`config.mk`:
```
export PLATFORM = sky130hd
export DESIGN_NAME = wb_host_master_flat
export DESIGN_NICKNAME = d
export VERILOG_FILES = /design/src/rtl/wb_host_master_if.sv /design/src/rtl/wb_host_master.sv /design/src/flat_wrapper.sv
export SDC_FILE = /design/constraint.sdc
export NUM_CORES = 1
export LEC_CHECK = 0
export BUFFER_PORTS_ARGS = -buffer_cell sky130_fd_sc_hd__buf_2
export CORE_MARGIN = 2
export CORE_UTILIZATION = 51
export DETAILED_ROUTE_END_ITERATION = 7
export HOLD_SLACK_MARGIN = 0.12
export PLACE_DENSITY = 0.83
export SYNTH_ARGS = -nofsm -noshare
export SYNTH_HDL_FRONTEND = slang
export SYNTH_SLANG_ARGS = --single-unit
```
`constraint.sdc`:
```
create_clock -name clk -period 2.7 [get_ports clk]
set_input_delay 0.54 -clock clk [delete_from_list [all_inputs] [get_ports clk]]
set_output_delay 0.54 -clock clk [all_outputs]
set_load 0.01 [all_outputs]
```
`src/rtl/wb_host_master_if.sv`:
```
// ---------------------------------------------------------------------------
// wb_host_master_if
//   Bundles the command channel, the response channel and the Wishbone
//   classic master-side signals of wb_host_master into one interface.
//
//   Parameters:
//     ADDR_W  address width (command and Wishbone sides)
//     DATA_W  data width; byte-select width is DATA_W/8
//
//   Modports:
//     master  the wb_host_master view (drives cmd_ready, rsp_*, busy, wb_*_out)
//     slave   the environment view (drives cmd_*, rsp_ready, wb_ack_in,
//             wb_data_in)
// ---------------------------------------------------------------------------
interface wb_host_master_if #(
  parameter int ADDR_W = 32,
  parameter int DATA_W = 32
);
  localparam int SEL_W = DATA_W / 8;

  // Command channel
  logic              cmd_valid;
  logic              cmd_ready;
  logic              cmd_we;
  logic [ADDR_W-1:0] cmd_addr;
  logic [DATA_W-1:0] cmd_data;
  logic [SEL_W-1:0]  cmd_sel;

  // Response channel
  logic              rsp_valid;
  logic              rsp_ready;
  logic [DATA_W-1:0] rsp_data;
  logic              rsp_err;

  // Status
  logic              busy;

  // Wishbone classic master side
  logic              wb_cyc_out;
  logic              wb_stb_out;
  logic              wb_we_out;
  logic [SEL_W-1:0]  wb_sel_out;
  logic [ADDR_W-1:0] wb_addr_out;
  logic [DATA_W-1:0] wb_data_out;
  logic              wb_ack_in;
  logic [DATA_W-1:0] wb_data_in;

  modport master (
    input  cmd_valid, cmd_we, cmd_addr, cmd_data, cmd_sel,
    output cmd_ready,
    output rsp_valid, rsp_data, rsp_err,
    input  rsp_ready,
    output busy,
    output wb_cyc_out, wb_stb_out, wb_we_out, wb_sel_out, wb_addr_out,
           wb_data_out,
    input  wb_ack_in, wb_data_in
  );

  modport slave (
    output cmd_valid, cmd_we, cmd_addr, cmd_data, cmd_sel,
    input  cmd_ready,
    input  rsp_valid, rsp_data, rsp_err,
    output rsp_ready,
    input  busy,
    input  wb_cyc_out, wb_stb_out, wb_we_out, wb_sel_out, wb_addr_out,
           wb_data_out,
    output wb_ack_in, wb_data_in
  );
endinterface

```
`src/rtl/wb_host_master.sv`:
```
// ---------------------------------------------------------------------------
// wb_host_master
//   Wishbone classic single-transfer master. A command accepted on the
//   valid/ready command channel becomes one Wishbone read or write cycle;
//   its result is returned on the valid/ready response channel. Only one
//   transfer is ever outstanding.
//
//   Ports:
//     clk    rising-edge clock
//     reset  synchronous, active-high reset
//     bus    wb_host_master_if.master: cmd_*, rsp_*, busy, wb_*
//
//   Parameters:
//     ADDR_W          address width
//     DATA_W          data width (byte selects are DATA_W/8 wide)
//     TIMEOUT_CYCLES  BUS-state cycle limit before abort, 1..65535
//
//   Optional feature (macro WB_MASTER_TIMEOUT_EN):
//     defined   - a 16-bit counter aborts a transfer that sees no ACK within
//                 TIMEOUT_CYCLES cycles, answering with rsp_err=1.
//     undefined - no counter; the master waits for ACK indefinitely and
//                 rsp_err is always 0.
// ---------------------------------------------------------------------------
module wb_host_master #(
  parameter int ADDR_W         = 32,
  parameter int DATA_W         = 32,
  parameter int TIMEOUT_CYCLES = 255
) (
  input  logic                clk,
  input  logic                reset,
  wb_host_master_if.master    bus
);

  localparam int SEL_W = DATA_W / 8;

  // Out-of-range limits would silently wrap the 16-bit counter compare.
  if (TIMEOUT_CYCLES < 1 || TIMEOUT_CYCLES > 65535) begin : g_bad_timeout
    $error("wb_host_master: TIMEOUT_CYCLES must be in 1..65535");
  end

  typedef enum logic [1:0] {
    IDLE = 2'd0,
    BUS  = 2'd1,
    RESP = 2'd2
  } state_t;

  state_t            state_q,     state_d;
  logic              cyc_q,       cyc_d;
  logic              stb_q,       stb_d;
  logic              we_q,        we_d;
  logic [SEL_W-1:0]  sel_q,       sel_d;
  logic [ADDR_W-1:0] addr_q,      addr_d;
  logic [DATA_W-1:0] wdata_q,     wdata_d;
  logic              rsp_valid_q, rsp_valid_d;
  logic [DATA_W-1:0] rsp_data_q,  rsp_data_d;
  logic              rsp_err_q,   rsp_err_d;
  logic              busy_q,      busy_d;

`ifdef WB_MASTER_TIMEOUT_EN
  localparam logic [15:0] TMO_LIMIT = 16'(TIMEOUT_CYCLES - 1);

  logic [15:0]       tmo_cnt_q,   tmo_cnt_d;
`endif

  // Next-state and next-output decode. Every output is a flop, so the
  // values computed here become visible one edge later. Wishbone address,
  // data, select and WE keep their last values once CYC drops; only CYC and
  // STB qualify the bus.
  always_comb begin
    state_d     = state_q;
    cyc_d       = cyc_q;
    stb_d       = stb_q;
    we_d        = we_q;
    sel_d       = sel_q;
    addr_d      = addr_q;
    wdata_d     = wdata_q;
    rsp_valid_d = rsp_valid_q;
    rsp_data_d  = rsp_data_q;
    rsp_err_d   = rsp_err_q;
`ifdef WB_MASTER_TIMEOUT_EN
    tmo_cnt_d   = tmo_cnt_q;
`endif

    case (state_q)
      IDLE: begin
        if (bus.cmd_valid) begin
          we_d    = bus.cmd_we;
          sel_d   = bus.cmd_sel;
          addr_d  = bus.cmd_addr;
          wdata_d = bus.cmd_data;
          cyc_d   = 1'b1;
          stb_d   = 1'b1;
          state_d = BUS;
`ifdef WB_MASTER_TIMEOUT_EN
          tmo_cnt_d = '0;
`endif
        end
      end

      BUS: begin
        // ACK takes priority over the timeout limit in the same cycle.
        if (bus.wb_ack_in) begin
          cyc_d       = 1'b0;
          stb_d       = 1'b0;
          rsp_data_d  = we_q ? '0 : bus.wb_data_in;
          rsp_err_d   = 1'b0;
          rsp_valid_d = 1'b1;
          state_d     = RESP;
        end
`ifdef WB_MASTER_TIMEOUT_EN
        else if (tmo_cnt_q == TMO_LIMIT) begin
          cyc_d       = 1'b0;
          stb_d       = 1'b0;
          rsp_data_d  = '0;
          rsp_err_d   = 1'b1;
          rsp_valid_d = 1'b1;
          state_d     = RESP;
        end else begin
          tmo_cnt_d = tmo_cnt_q + 16'd1;
        end
`endif
      end

      RESP: begin
        if (bus.rsp_ready) begin
          rsp_valid_d = 1'b0;
          state_d     = IDLE;
        end
      end

      default: begin
        cyc_d       = 1'b0;
        stb_d       = 1'b0;
        rsp_valid_d = 1'b0;
        state_d     = IDLE;
      end
    endcase

    busy_d = (state_d != IDLE);
  end

  // Single state register for the FSM and all registered outputs. Reset is
  // synchronous, so a reset mid-transfer drops CYC/STB and discards any
  // pending response at the next edge.
  always_ff @(posedge clk) begin
    if (reset) begin
      state_q     <= IDLE;
      cyc_q       <= 1'b0;
      stb_q       <= 1'b0;
      we_q        <= 1'b0;
      sel_q       <= '0;
      addr_q      <= '0;
      wdata_q     <= '0;
      rsp_valid_q <= 1'b0;
      rsp_data_q  <= '0;
      rsp_err_q   <= 1'b0;
      busy_q      <= 1'b0;
`ifdef WB_MASTER_TIMEOUT_EN
      tmo_cnt_q   <= '0;
`endif
    end else begin
      state_q     <= state_d;
      cyc_q       <= cyc_d;
      stb_q       <= stb_d;
      we_q        <= we_d;
      sel_q       <= sel_d;
      addr_q      <= addr_d;
      wdata_q     <= wdata_d;
      rsp_valid_q <= rsp_valid_d;
      rsp_data_q  <= rsp_data_d;
      rsp_err_q   <= rsp_err_d;
      busy_q      <= busy_d;
`ifdef WB_MASTER_TIMEOUT_EN
      tmo_cnt_q   <= tmo_cnt_d;
`endif
    end
  end

  // cmd_ready is decoded from the state register alone, so there is no
  // combinational path from cmd_valid back to cmd_ready.
  assign bus.cmd_ready   = (state_q == IDLE);
  assign bus.rsp_valid   = rsp_valid_q;
  assign bus.rsp_data    = rsp_data_q;
`ifdef WB_MASTER_TIMEOUT_EN
  assign bus.rsp_err     = rsp_err_q;
`else
  assign bus.rsp_err     = 1'b0;
`endif
  assign bus.busy        = busy_q;
  assign bus.wb_cyc_out  = cyc_q;
  assign bus.wb_stb_out  = stb_q;
  assign bus.wb_we_out   = we_q;
  assign bus.wb_sel_out  = sel_q;
  assign bus.wb_addr_out = addr_q;
  assign bus.wb_data_out = wdata_q;

`ifndef WB_MASTER_TIMEOUT_EN
  // Without the timeout feature the error flag never leaves its reset value.
  logic unused_err;
  assign unused_err = rsp_err_q;
`endif

endmodule

```
`src/flat_wrapper.sv`:
```
// flat-port wrapper written by rule: the top's interface ports become plain ports
module wb_host_master_flat 
#(
  parameter int ADDR_W         = 32,
  parameter int DATA_W         = 32,
  parameter int TIMEOUT_CYCLES = 255
)
  (clk, reset, bus_cmd_valid, bus_cmd_we, bus_cmd_addr, bus_cmd_data, bus_cmd_sel, bus_cmd_ready, bus_rsp_valid, bus_rsp_data, bus_rsp_err, bus_rsp_ready, bus_busy, bus_wb_cyc_out, bus_wb_stb_out, bus_wb_we_out, bus_wb_sel_out, bus_wb_addr_out, bus_wb_data_out, bus_wb_ack_in, bus_wb_data_in);
  wb_host_master_if #(.ADDR_W(ADDR_W), .DATA_W(DATA_W)) bus_i ();
  input  logic clk;
  input  logic reset;
  input wire logic [$bits(bus_i.cmd_valid)-1:0] bus_cmd_valid;
  input wire logic [$bits(bus_i.cmd_we)-1:0] bus_cmd_we;
  input wire logic [$bits(bus_i.cmd_addr)-1:0] bus_cmd_addr;
  input wire logic [$bits(bus_i.cmd_data)-1:0] bus_cmd_data;
  input wire logic [$bits(bus_i.cmd_sel)-1:0] bus_cmd_sel;
  output wire logic [$bits(bus_i.cmd_ready)-1:0] bus_cmd_ready;
  output wire logic [$bits(bus_i.rsp_valid)-1:0] bus_rsp_valid;
  output wire logic [$bits(bus_i.rsp_data)-1:0] bus_rsp_data;
  output wire logic [$bits(bus_i.rsp_err)-1:0] bus_rsp_err;
  input wire logic [$bits(bus_i.rsp_ready)-1:0] bus_rsp_ready;
  output wire logic [$bits(bus_i.busy)-1:0] bus_busy;
  output wire logic [$bits(bus_i.wb_cyc_out)-1:0] bus_wb_cyc_out;
  output wire logic [$bits(bus_i.wb_stb_out)-1:0] bus_wb_stb_out;
  output wire logic [$bits(bus_i.wb_we_out)-1:0] bus_wb_we_out;
  output wire logic [$bits(bus_i.wb_sel_out)-1:0] bus_wb_sel_out;
  output wire logic [$bits(bus_i.wb_addr_out)-1:0] bus_wb_addr_out;
  output wire logic [$bits(bus_i.wb_data_out)-1:0] bus_wb_data_out;
  input wire logic [$bits(bus_i.wb_ack_in)-1:0] bus_wb_ack_in;
  input wire logic [$bits(bus_i.wb_data_in)-1:0] bus_wb_data_in;
  assign bus_i.cmd_valid = bus_cmd_valid;
  assign bus_i.cmd_we = bus_cmd_we;
  assign bus_i.cmd_addr = bus_cmd_addr;
  assign bus_i.cmd_data = bus_cmd_data;
  assign bus_i.cmd_sel = bus_cmd_sel;
  assign bus_cmd_ready = bus_i.cmd_ready;
  assign bus_rsp_valid = bus_i.rsp_valid;
  assign bus_rsp_data = bus_i.rsp_data;
  assign bus_rsp_err = bus_i.rsp_err;
  assign bus_i.rsp_ready = bus_rsp_ready;
  assign bus_busy = bus_i.busy;
  assign bus_wb_cyc_out = bus_i.wb_cyc_out;
  assign bus_wb_stb_out = bus_i.wb_stb_out;
  assign bus_wb_we_out = bus_i.wb_we_out;
  assign bus_wb_sel_out = bus_i.wb_sel_out;
  assign bus_wb_addr_out = bus_i.wb_addr_out;
  assign bus_wb_data_out = bus_i.wb_data_out;
  assign bus_i.wb_ack_in = bus_wb_ack_in;
  assign bus_i.wb_data_in = bus_wb_data_in;
  wb_host_master #(.ADDR_W(ADDR_W), .DATA_W(DATA_W), .TIMEOUT_CYCLES(TIMEOUT_CYCLES)) u_core (.clk(clk), .reset(reset), .bus(bus_i));
endmodule
```
==> results of run 1 <==
## cell type report
class                      instances  area, sq um  area share (%)
clock buffer                      12          135            2.21
clock inverter                     4         28.8           0.471
multi-input combinational        321         2490            40.7
sequential                       106         2120            34.7
tap                              129          161            2.64
timing repair buffer             222         1180            19.3
## power groups by stage
| stage | Clock [mW] | Sequential (mW) | Combinational (mW) |
|---|---|---|---|
| 2_1_floorplan | 0 | 1.79 | 0.314 |
| 3_3_place_gp | 0 | 1.75 | 0.559 |
| 3_5_place_dp | 0 | 1.76 | 0.577 |
| 4_1_cts | 0.891 | 1.72 | 0.579 |
| 5_1_grt | 0.952 | 1.74 | 0.623 |
| 6_report | 0.858 | 1.72 | 0.571 |
## per-layer routing
layer,track usage (%),share of wire [%]
met5,0,0
met3,5.31,6.0
met1,23.6,41
met2,37.0,51
met4,8.11,2.6
## worst register-to-register path: cells and delay by family, from the launching register on
family / cells / cell delay (ns)
flops: 1 / 0.41
mux: 1 / 0.26
buf+inv: 1 / 0.32
simple gates: 1 / 0.56
## sequential cells by signal (all words and copies together) (netlist names)
name and flops:
u_core.bus.busy 1, u_core.bus.rsp_data 32, u_core.bus.wb_data_out 32, u_core.bus.wb_sel_out 4
u_core.bus.rsp_valid 1, u_core.bus.wb_we_out 1, u_core.state_q 2, u_core.bus.wb_addr_out 32
u_core.bus.wb_cyc_out 1
## worst max-delay path by stage
stage,startpoint,endpoint,slack [ns],depth (start not counted)
final,u_core.bus.wb_we_out,bus_wb_we_out,0.84,1
after global placement,bus_cmd_valid,u_core.bus.wb_data_out[7],0.96,4
after CTS,u_core.bus.wb_we_out,bus_wb_we_out,0.79,1
after global routing,u_core.bus.wb_we_out,bus_wb_we_out,0.71,1
after floorplan,reset,u_core.bus.rsp_data[14],1.28,4
after detailed placement,bus_cmd_valid,u_core.bus.wb_data_out[6],0.88,4
## logic make-up after synthesis
| family | Yosys count |
|---|---|
| simple gates | 211 |
| flops | 106 |
| mux | 101 |
| buf+inv | 42 |
| compound gates | 8 |
| other cells | 1 |
## layout by cell type, fill, tap and decap left out
master / netlist / final
clkbuf_8: 0 / 9
buf_4: 12 / 9
conb_1: 1 / 1
a21oi_1: 2 / 2
o21a_1: 1 / 1
clkbuf_1: 24 / 3
mux2i_1: 101 / 101
o21ai_0: 1 / 1
clkinvlp_4: 0 / 2
or3b_2: 8 / 8
buf_2: 3 / 210
clkinv_4: 0 / 1
dfxtp_1: 106 / 106
a211oi_1: 1 / 1
o32ai_1: 1 / 1
nand3b_1: 1 / 1
nor3b_4: 0 / 1
and3b_2: 0 / 1
nor2_1: 1 / 1
or3b_1: 25 / 25
buf_12: 0 / 3
clkinv_2: 0 / 1
o21bai_1: 1 / 1
nand2b_1: 173 / 173
o2bb2ai_1: 1 / 1
nor2b_1: 1 / 1
## stage by stage
| stage | hold WS (ns) | worst slack, ns | power (mW) | instances | area, sq um |
|---|---|---|---|---|---|
| floorplan | 0.493 | 1.28 | 2.11 | 469 | 4840 |
| global placement | 0.454 | 0.964 | 2.31 | 778 | 5950 |
| detailed placement | 0.458 | 0.876 | 2.33 | 778 | 5950 |
| CTS | 0.415 | 0.793 | 3.19 | 794 | 6110 |
| global route | 0.412 | 0.710 | 3.31 | 794 | 6110 |
| finish | 0.430 | 0.842 | 3.15 | 794 | 6110 |
==> out/metrics.yaml, run 1 <==
synth:
  ys_ff_latch: 106
  yosysSeqAreaShare_pct: 43.9
  synth_common_cells: "173 x nand2b_1, 106 x dfxtp_1, 101 x mux2i_1"
  syn_area_sq_um: 4840
  synth.top_cell.area_share_pct: 43.9
  synth_compound_area_share_pct: 1.14
  synthCells: 469
  synthAdderAreaFrac_pct: 0
  synth_cell_types: 23
  synth-edff-count: 0
  synthMuxAreaShare_pct: 20.9
  synthArstFlopShare_pct: 0
  syn_area_per_cell_sq_um: 10.3
  yosysWarnings: 0
  syn_nets: 575
  yosys.area.top_type: "dfxtp_1"
  synth-main-ff-cell: "dfxtp_1"
  synth-xor-area-share_pct: 0
  yosys-top-cells-area: "dfxtp_1 44%, nand2b_1 22%, mux2i_1 21%"
  synthSimpleGateAreaFrac_pct: 29.1
  synth_top_family_by_area: "simple AND/OR/NAND/NOR gates"
  synth.most_common_cell: "nand2b_1"
finish:
  fillCellCount: 788
  drive_gt1_share_pct: 36.8
  syn_to_final_growth_pct: 26.4
  fin_nets: 766
  antennaDiodeCount: 0
  utilization_pct: 66.2
grt:
  grt_start_max_net_pins: 85
  grt_pass1_wl_um: 17000
  antenna_found_initial: 0
  grt_pass1_vias: 3730
  grt_util_all_layers_pct: 20.7
  overflow: 0
power:
  p_sw_share_pct: 26.9
  p_clk_share_pct: 27.2
  ir_worst_vdd_v: 0.000306
  p_leak_nw: 2.85
  combPwrFrac_pct: 18.1
  p_int_mw: 2.30
  power_frac_seq_pct: 54.7
  switchingPower_mw: 0.848
  p_per_area_nw_per_um2: 515
die:
  die_height_um: 101
  dieArea_sq_um: 10300
  coreArea_sq_um: 9240
  ios: 213
  start_util_pct: 52.4
  die_x_um: 101
  rows: 35
setup_path:
  cpPeakStageDelay_ns: 0.73
  r2r_end: "u_core.bus.wb_data_out[2]"
  start_kind: "register"
  r2r_cells: 3
  cp.arrival_ns: 1.32
  required_ns: 2.16
  critPathTopFamily: "flip-flops"
  critPathBufInv: 1
  cp-end-kind: "output pin"
  r2r_setup_slack_ns: 1.07
  crit_fanout: 21
  slowest_stage: "dfxtp_1"
  path_cells: "buf_2"
  path_class: "register to output pin"
  r2r-start: "u_core.state_q[1]"
placement:
  port_buffers: 211
  hpwl_um: 8170
  place_congestion: 0.777
min_path:
  min_to: "u_core.bus.wb_addr_out[14]"
  min_path_cells: 3
  hold_path.class: "primary input to register"
  hold_start: "bus_cmd_addr[14]"
clock_network:
  root_buffer: "clkbuf_8"
  clockBufferDepth: 2
  cts_max_level: 3
  cts_tree: "done"
  cts_hold_buf: 0
  ctsResizeCount: 0
  clk_latency_ns: 0.35
  cts_buffers: 9
  clock_sinks: 106
  clk_pin_slew_ns: 0.10
  post-cts-setup-buffer-count: 0
route:
  drt_iter0_drc: 79
  routed_via_density: 4.83
  ant_nets: 0
  num_vias: 3833
  drcViolationCount: 0
  wl_per_cell_um: 13.8
  wirelength_um: 11000
  first_pass_iters: 6
timing:
  layout_min_cycle_time_ns: 1.86
  max_freq_mhz: 538
  setup_viol: 0
  finClkSkew_ns: 0.0106
  relSlewSlack_pct: 58.6
  tightest_slew_ns: 0.620
  final-hold-violation-count: 0
  fin_crit_sh_pct: 68.8
  rsz0062_at_grt: "no"
  setup_tns_ns: 0
  drv_slew: 0
job:
  max-cap-violations: 0
status:
  status: "finished, final reports clean"
Note: power is estimated with default switching activity, not from simulation.
==> inputs of run 2 (changes only) <==
--- a/config.mk
+++ b/config.mk
@@ -7,10 +7,10 @@
 export LEC_CHECK = 0
 export BUFFER_PORTS_ARGS = -buffer_cell sky130_fd_sc_hd__buf_2
 export CORE_MARGIN = 2
-export CORE_UTILIZATION = 51
+export CORE_UTILIZATION = 48
 export DETAILED_ROUTE_END_ITERATION = 7
 export HOLD_SLACK_MARGIN = 0.12
-export PLACE_DENSITY = 0.83
+export PLACE_DENSITY = 0.79
 export SYNTH_ARGS = -nofsm -noshare
 export SYNTH_HDL_FRONTEND = slang
 export SYNTH_SLANG_ARGS = --single-unit
==> constraint.sdc (replaced) <==
create_clock -name clk -period 1.9 [get_ports clk]
set_input_delay 0.38 -clock clk [delete_from_list [all_inputs] [get_ports clk]]
set_output_delay 0.38 -clock clk [all_outputs]
set_load 0.01 [all_outputs]
==> run 2 against run 1 <==
Against the previous run:
- cell area up 0.29%
- final cell count is 0.38% lower
- sequential share of layout area fell by 0.099 points
- highest routed layer unchanged
- critical path depth stayed put
- largest power group unchanged
- hold slack worse by 0.16 ns
==> out/metrics.yaml, run 2 (synthesis gave the netlist of run 1 again) <==
status:
  status: "finished, final reports clean"  # unchanged
die:
  die_height_um: 104  # was 101 um
  rows: 36  # was 35
  dieArea_sq_um: 10900  # was 10,300 sq um
  coreArea_sq_um: 9770  # was 9240 sq um
  ios: 213  # unchanged
  die_x_um: 104  # was 101 um
  start_util_pct: 49.5  # was 52.4%
clock_network:
  clockBufferDepth: 2  # unchanged
  cts_tree: "done"  # unchanged
  post-cts-setup-buffer-count: 0  # unchanged
  cts_hold_buf: 0  # unchanged
  ctsResizeCount: 0  # unchanged
  cts_max_level: 3  # unchanged
  cts_buffers: 9  # unchanged
  clk_latency_ns: 0.36  # was 0.35 ns
  root_buffer: "clkbuf_8"  # unchanged
  clk_pin_slew_ns: 0.09  # was 0.10 ns
  clock_sinks: 106  # unchanged
setup_path:
  start_kind: "register"  # unchanged
  critPathTopFamily: "flip-flops"  # unchanged
  cp.arrival_ns: 1.23  # was 1.32 ns
  slowest_stage: "dfxtp_1"  # unchanged
  cpPeakStageDelay_ns: 0.65  # was 0.73 ns
  crit_fanout: 19  # was 21
  path_cells: "buf_2"  # unchanged
  critPathBufInv: 1  # unchanged
  path_class: "register to output pin"  # unchanged
  cp-end-kind: "output pin"  # unchanged
  required_ns: 1.52  # was 2.16 ns
placement:
  port_buffers: 211  # unchanged
  hpwl_um: 7760  # was 8170 um
  place_congestion: 0.815  # was 0.777
finish:
  antennaDiodeCount: 0  # unchanged
  layout_common_cells: "210 x buf_2, 173 x nand2b_1, 106 x dfxtp_1, 101 x mux2i_1, 25 x or3b_1"  # unchanged
  fin_nets: 763  # was 766
  fillCellCount: 835  # was 788
  seq_area_sq_um: 2120  # unchanged
  drive_gt1_share_pct: 36.3  # was 36.8%
  final_common_cell: "buf_2"  # unchanged
  syn_to_final_growth_pct: 26.7  # was 26.4%
  multiInputGateArea_sq_um: 2490  # unchanged
power:
  p_clk_share_pct: 28.2  # was 27.2%
  p_leak_nw: 2.85  # about the same
  p_int_mw: 3.38  # was 2.30 mW
  ir_worst_vdd_v: 0.000364  # was 0.000306 V
  power_frac_seq_pct: 53.9  # was 54.7%
  p_per_area_nw_per_um2: 739  # was 515 nW/um^2
  total_power_mw: 4.53  # was 3.15 mW
  switchingPower_mw: 1.16  # was 0.848 mW
  combPwrFrac_pct: 17.9  # was 18.1%
  p_sw_share_pct: 25.5  # was 26.9%
timing:
  setup_viol: 0  # unchanged
  relSlewSlack_pct: 56.6  # was 58.6%
  layout_min_cycle_time_ns: 1.61
  rsz0062_at_grt: "no"  # unchanged
  final-hold-violation-count: 0  # unchanged
  fin_crit_sh_pct: 84.7
  setup_tns_ns: 0  # unchanged
  tightest_slew_ns: 0.651  # was 0.620 ns
  finClkSkew_ns: 0.00717  # was 0.0106 ns
  max_freq_mhz: 621
  drv_slew: 0  # unchanged
grt:
  grt_start_max_net_pins: 91  # was 85
  antenna_found_initial: 0  # unchanged
  grt_util_all_layers_pct: 20.0  # was 20.7%
  grt_pass1_vias: 3767  # was 3,730
  grt_pass1_wl_um: 17800  # was 17,000 um
  overflow: 0  # unchanged
route:
  first_pass_iters: 4  # was 6
  routed_via_density: 4.73  # was 4.83
  wl_per_cell_um: 13.6  # was 13.8 um
  drcViolationCount: 0  # unchanged
  wirelength_um: 10700  # was 11,000 um
  drt_iter0_drc: 192  # was 79
  ant_nets: 0  # unchanged
  num_vias: 3741  # was 3,833
min_path:
  hold_path.class: "primary input to register"  # unchanged
job:
  max-cap-violations: 0  # unchanged
run 2: changes by cell type in the layout (fill, tap and decap cells not counted):
cell        delta
buf_12         +3
buf_4          -6
clkbuf_1       -1
clkinv_2       -1
bufinv_16      +1
clkinv_4       -1
clkinvlp_4     -2
run 2: final cells by class:
class	count	area share, %
clock buffers	11	2.14
clock inverters	1	0.490
multi-input cells	321	40.6
flip-flops and latches	106	34.6
well taps	133	2.71
repair buffers	219	19.5
run 2: worst paths after layout:
kind                                                  from                          to  slack, ns  cells after the start
worst max-delay path                  u_core.bus.wb_we_out               bus_wb_we_out       0.29                      1
worst min-delay path                       bus_cmd_addr[6]   u_core.bus.wb_addr_out[6]       0.27                      3
worst max register to register           u_core.state_q[0]      u_core.bus.rsp_data[6]       0.38                      3
worst min register to register  u_core.bus.wb_data_out[25]  u_core.bus.wb_data_out[25]       0.47                      2
run 2: power groups by stage:
stage          Combinational (mW)  Sequential, mW  Clock (mW)
5_1_grt                     0.886            2.46        1.42
6_report                    0.813            2.44        1.28
2_1_floorplan               0.446            2.55           0
3_5_place_dp                0.820            2.50           0
4_1_cts                     0.822            2.45        1.32
3_3_place_gp                0.795            2.49           0
run 2: through the flow:
stage	setup WS [ns]	instances	hold WS [ns]	instance area, sq um	util [%]
detailed placement	0.319	779	0.459	5970	61.1
global route	0.118	791	0.256	6130	62.7
CTS	0.219	791	0.255	6130	62.7
finish	0.290	791	0.268	6130	62.7
global placement	0.387	779	0.454	5970	61.1
floorplan	0.639	469	0.493	4840	-
run 2: layer usage:
metal	global-route usage [%]	part of all wire, %	vias to the layer above
met5	0	0	-
met2	35.2	50	116
met4	8.69	2.7	0
met1	22.9	41	1694
li1	-	-	1904
met3	4.95	5.8	27
